[config.mk]
export PLATFORM = sky130hd
export DESIGN_NAME = takeoff_cmd_rx
export DESIGN_NICKNAME = d
export VERILOG_FILES = /design/src/rtl/takeoff_cmd_rx.sv
export SDC_FILE = /design/constraint.sdc
export NUM_CORES = 1
export LEC_CHECK = 0
export BUFFER_PORTS_ARGS = -buffer_cell sky130_fd_sc_hd__buf_2
export CORE_MARGIN = 5
export CORE_UTILIZATION = 59
export CTS_CLUSTER_DIAMETER = 120
export DETAILED_ROUTE_END_ITERATION = 10
export HOLD_SLACK_MARGIN = 0.15
export PLACE_DENSITY = 0.87
export SLEW_MARGIN = 30
export SYNTH_ARGS = -nofsm -noshare
export SYNTH_HDL_FRONTEND = slang
export SYNTH_SLANG_ARGS = --single-unit
export TNS_END_PERCENT = 100
[constraint.sdc]
create_clock -name clk -period 6.1 [get_ports clk]
set_input_delay 0.61 -clock clk [delete_from_list [all_inputs] [get_ports clk]]
set_output_delay 0.61 -clock clk [all_outputs]
set_load 0.05 [all_outputs]
[src/rtl/takeoff_cmd_rx.sv]
// rtl/takeoff_cmd_rx.sv - takeoff command frame receiver with sync hunt, checksum/range check and ACK/NAK
// Optional inter-byte timeout abort compiled in with `define TAKEOFF_RX_TIMEOUT_EN.
module takeoff_cmd_rx #(
    parameter logic [15:0] MAX_ALT     = 16'd1200,
    parameter int          TIMEOUT_CYC = 1000
) (
    input  logic        clk,
    input  logic        rst_n,
    input  logic        in_valid,
    input  logic [7:0]  in_data,
    output logic        in_ready,
    output logic        cmd_valid,
    output logic [15:0] cmd_alt,
    output logic        ack_valid,
    output logic [7:0]  ack_code,
    output logic [7:0]  err_count
);

    localparam logic [7:0] SYNC_BYTE = 8'hA5;
    localparam logic [7:0] CMD_ID    = 8'h01;
    localparam logic [7:0] LEN_VAL   = 8'h02;
    localparam logic [7:0] CODE_ACK  = 8'h06;
    localparam logic [7:0] CODE_CSUM = 8'h15;
    localparam logic [7:0] CODE_TOUT = 8'h18;
    localparam logic [7:0] CODE_RNG  = 8'h1A;

    typedef enum logic [2:0] {
        S_SYNC, S_CMD, S_LEN, S_ALT_HI, S_ALT_LO, S_CSUM, S_RESP
    } state_t;

    state_t      state, state_nxt;
    logic        xfer;
    logic        timeout_hit;
    logic        frame_done;
    logic        csum_ok;
    logic        alt_ok;
    logic        nak;
    logic [7:0]  csum_acc;
    logic [15:0] alt_hold;

    assign in_ready   = (state != S_RESP);
    assign xfer       = in_valid & in_ready;
    assign frame_done = xfer && (state == S_CSUM);
    assign csum_ok    = (in_data == csum_acc);
    assign alt_ok     = (alt_hold <= MAX_ALT);
    assign nak        = timeout_hit || (frame_done && !(csum_ok && alt_ok));

`ifdef TAKEOFF_RX_TIMEOUT_EN
    logic [15:0] idle_cnt;
    logic        mid_frame;

    assign mid_frame   = (state != S_SYNC) && (state != S_RESP);
    assign timeout_hit = mid_frame && !xfer && (idle_cnt == 16'(TIMEOUT_CYC - 1));

    always_ff @(posedge clk or negedge rst_n) begin
        if (!rst_n) begin
            idle_cnt <= 16'd0;
        end else if (xfer || !mid_frame) begin
            idle_cnt <= 16'd0;
        end else begin
            idle_cnt <= idle_cnt + 16'd1;
        end
    end
`else
    assign timeout_hit = 1'b0;
`endif

    always_ff @(posedge clk or negedge rst_n) begin
        if (!rst_n) begin
            state <= S_SYNC;
        end else begin
            state <= state_nxt;
        end
    end

    // Foreign command IDs and bad lengths drop back to hunting without a NAK.
    always_comb begin
        state_nxt = state;
        case (state)
            S_SYNC:   if (xfer && in_data == SYNC_BYTE) state_nxt = S_CMD;
            S_CMD:    if (xfer) state_nxt = (in_data == CMD_ID)  ? S_LEN    : S_SYNC;
            S_LEN:    if (xfer) state_nxt = (in_data == LEN_VAL) ? S_ALT_HI : S_SYNC;
            S_ALT_HI: if (xfer) state_nxt = S_ALT_LO;
            S_ALT_LO: if (xfer) state_nxt = S_CSUM;
            S_CSUM:   if (xfer) state_nxt = S_RESP;
            S_RESP:   state_nxt = S_SYNC;
            default:  state_nxt = S_SYNC;
        endcase
        if (timeout_hit) state_nxt = S_RESP;
    end

    // Response fields are registered on the checksum byte so they land in the RESP cycle.
    always_ff @(posedge clk or negedge rst_n) begin
        if (!rst_n) begin
            csum_acc  <= 8'd0;
            alt_hold  <= 16'd0;
            cmd_valid <= 1'b0;
            cmd_alt   <= 16'd0;
            ack_valid <= 1'b0;
            ack_code  <= 8'h00;
            err_count <= 8'd0;
        end else begin
            cmd_valid <= 1'b0;
            ack_valid <= 1'b0;
            if (xfer) begin
                case (state)
                    S_SYNC:   csum_acc <= 8'd0;
                    S_CMD:    csum_acc <= in_data;
                    S_LEN:    csum_acc <= csum_acc ^ in_data;
                    S_ALT_HI: begin
                        alt_hold[15:8] <= in_data;
                        csum_acc       <= csum_acc ^ in_data;
                    end
                    S_ALT_LO: begin
                        alt_hold[7:0] <= in_data;
                        csum_acc      <= csum_acc ^ in_data;
                    end
                    default: ;
                endcase
            end
            if (frame_done) begin
                ack_valid <= 1'b1;
                if (!csum_ok) begin
                    ack_code <= CODE_CSUM;
                end else if (!alt_ok) begin
                    ack_code <= CODE_RNG;
                end else begin
                    ack_code  <= CODE_ACK;
                    cmd_valid <= 1'b1;
                    cmd_alt   <= alt_hold;
                end
            end
            if (timeout_hit) begin
                ack_valid <= 1'b1;
                ack_code  <= CODE_TOUT;
            end
            if (nak && err_count != 8'hFF) err_count <= err_count + 8'd1;
        end
    end

endmodule
==> metrics <==
Hold WS 405 ps; crit path max fanout 17; P_leak 0.00151 uW; # fillers 314; Tcrit/Tclk final 0.429; Final Wtd Congestion 0.802; Util after Layout 0.701; Hold Crit Class in -> async; residual DRC count 0; CTS Hold Bufs 0; EDFF count, synth 0; Final Non-Filler Cells 326; final setup TNS 0 ps; maximum vdd ir drop 257 uV; status complete, no violations; ant diodes 0; largest cells by area after synthesis dfrtp_1 (55%), mux2_2 (9.9%), xnor2_1 (3.3%); WP data required 6320 ps; first-pass GRT wire length 9.07 mm; Seq cells post-synth 58; main flop type after synthesis dfrtp_1; initial core utilization 0.607; r2r startpoint state[2]; Root Buffer Master clkbuf_8; Core Area 0.00432 sq mm; post_cts resized 0; share of cells above drive strength 1 0.343; largest net degree at the start of global routing 59; CTS tree done; Max Fclk 0.382 GHz; Worst setup SP type input port; total congestion overflow 0; I/O pin cnt 46; Fin Clk Skew 10.6 ps; CTS max path bufs 2; WL final 5.29 mm; GRT Overall Usage 0.193; CP Class in -> reg; placed standard-cell area 0.00282 sq mm; post-CTS setup buffers 0; hpwl dp 3.54 mm; via/cell ratio 5.70; Mapped Avg Cell Area 11.5 sq um; R2R Setup Slk 3510 ps; Final Instance Area 0.00303 sq mm; initial DRC count 126; WP data arrival 2840 ps; mapped cell area 0.00263 sq mm; max cap viols 0; worst slew pin tran 713 ps; Synth area leader dfrtp_1; Period minus WS final 2620 ps; Max Slew Vio Count 0; commonest cells after routing, fill and taps aside dfrtp_1 (58), buf_2 (42), mux2_2 (23); ANT nets after route 0; Synth top area share 0.553; CTS sink cnt 58; routed via count 1,859; Reg clk slew, reported paths 70 ps; die width 76.7 um; Die H 76.7 um; Rel. slew slack 0.525; die area 0.00588 sq mm; vias in the first global route 1,907; Ys Warns 0; drt pass-1 iters 4; number of port buffers 42; Max H-tree Level 3; P per Cell Area 417 mW/mm^2; layout net count 281; RSZ-0062 raised after global routing no; Synth Instances 229; total CTS buffers 9; Cell Rows 24; Clock Latency Late Sink 340 ps; Critical Path End Type flop; Syn-to-layout area delta 15.4%; drt wl/cell 16.2 um; total placed cells including tap cells 310; asr flop ratio synth 1.00; commonest non-fill, non-tap cell in the layout dfrtp_1; sequential fraction of the synthesis area 0.553; Setup violations, final 0; initial antenna violation count 0; crit path from in_valid; Final Hold Fails 0; Yosys cell types 47
-- final cells by class --
type / instances / area [sq um] / share of cell area
Sequential cell: 58 / 1450 / 0.479
Multi-Input combinational cell: 152 / 1080 / 0.355
Timing Repair Buffer: 43 / 218 / 0.0718
Clock buffer: 9 / 124 / 0.0409
Clock inverter: 7 / 77.6 / 0.0256
Tap cell: 52 / 65.1 / 0.0215
Inverter: 5 / 18.8 / 0.00619
-- where the power goes --
group	leakage, uW	total, uW	internal (uW)	switching (uW)
Combinational	0.000655	350	133	217
Sequential	0.000770	559	476	82.8
Clock	0.0000881	355	190	165
Total	0.00151	1260	799	464
-- worst paths after layout --
path	cells past startpoint	to
max	6	cmd_alt[9]
min	2	alt_hold[9]
max reg2reg	5	cmd_alt[9]
min reg2reg	1	cmd_alt[15]
max in group asynchronous	2	err_count[1]
min in group clk	1	cmd_alt[15]
-- cells by family after synthesis --
family	Yosys count	share of synthesized area
compound gates	43	0.0949
buf+inv	21	0.0424
xor+xnor	15	0.0500
fa+ha+maj	1	0.00477
mux	27	0.122
flops	58	0.553
simple gates	63	0.132
other cells	1	0.00143
-- flip-flops by register name, indices dropped and copies added, names as in the netlist --
name,cells
err_count,8
csum_acc,8
ack_valid,1
cmd_alt,16
alt_hold,16
ack_code,5
state,3
cmd_valid,1
-- per-layer routing --
| layer | share of wire | global-route usage | up-vias |
|---|---|---|---|
| met4 | 0.022 | 0.0822 | 0 |
| met1 | 0.44 | 0.252 | 893 |
| met2 | 0.47 | 0.297 | 68 |
| met5 | 0 | 0 | - |
| met3 | 0.067 | 0.0621 | 13 |
| li1 | - | - | 885 |
-- Yosys cell counts (all sizes together) (2+ instances only) --
cell type	instances
or3	3
buf	7
and3	3
a211oi	2
o21ai	9
clkbuf	9
nand4	3
or2	2
o22ai	7
nand3	2
nor3	5
and2	6
nor2	4
inv	5
nand2	22
xor2	5
dfrtp	58
mux2	27
a31oi	3
a21oi	17
xnor2	10
nor4	3
-- per-stage QoR --
| step | setup WS, ps | total power, uW |
|---|---|---|
| after floorplan | 3540 | 816 |
| after global placement | 3240 | 890 |
| after detailed placement | 3150 | 909 |
| after CTS | 3510 | 1260 |
| after global routing | 3390 | 1330 |
| final | 3480 | 1260 |
-- critical path, stage by stage --
cell	delay (ps)
buf_2	260
nand2_1	140
or3_4	380
or3_4	420
or3_1	610
mux2_4	400
Power figures use the tool's default switching activity.
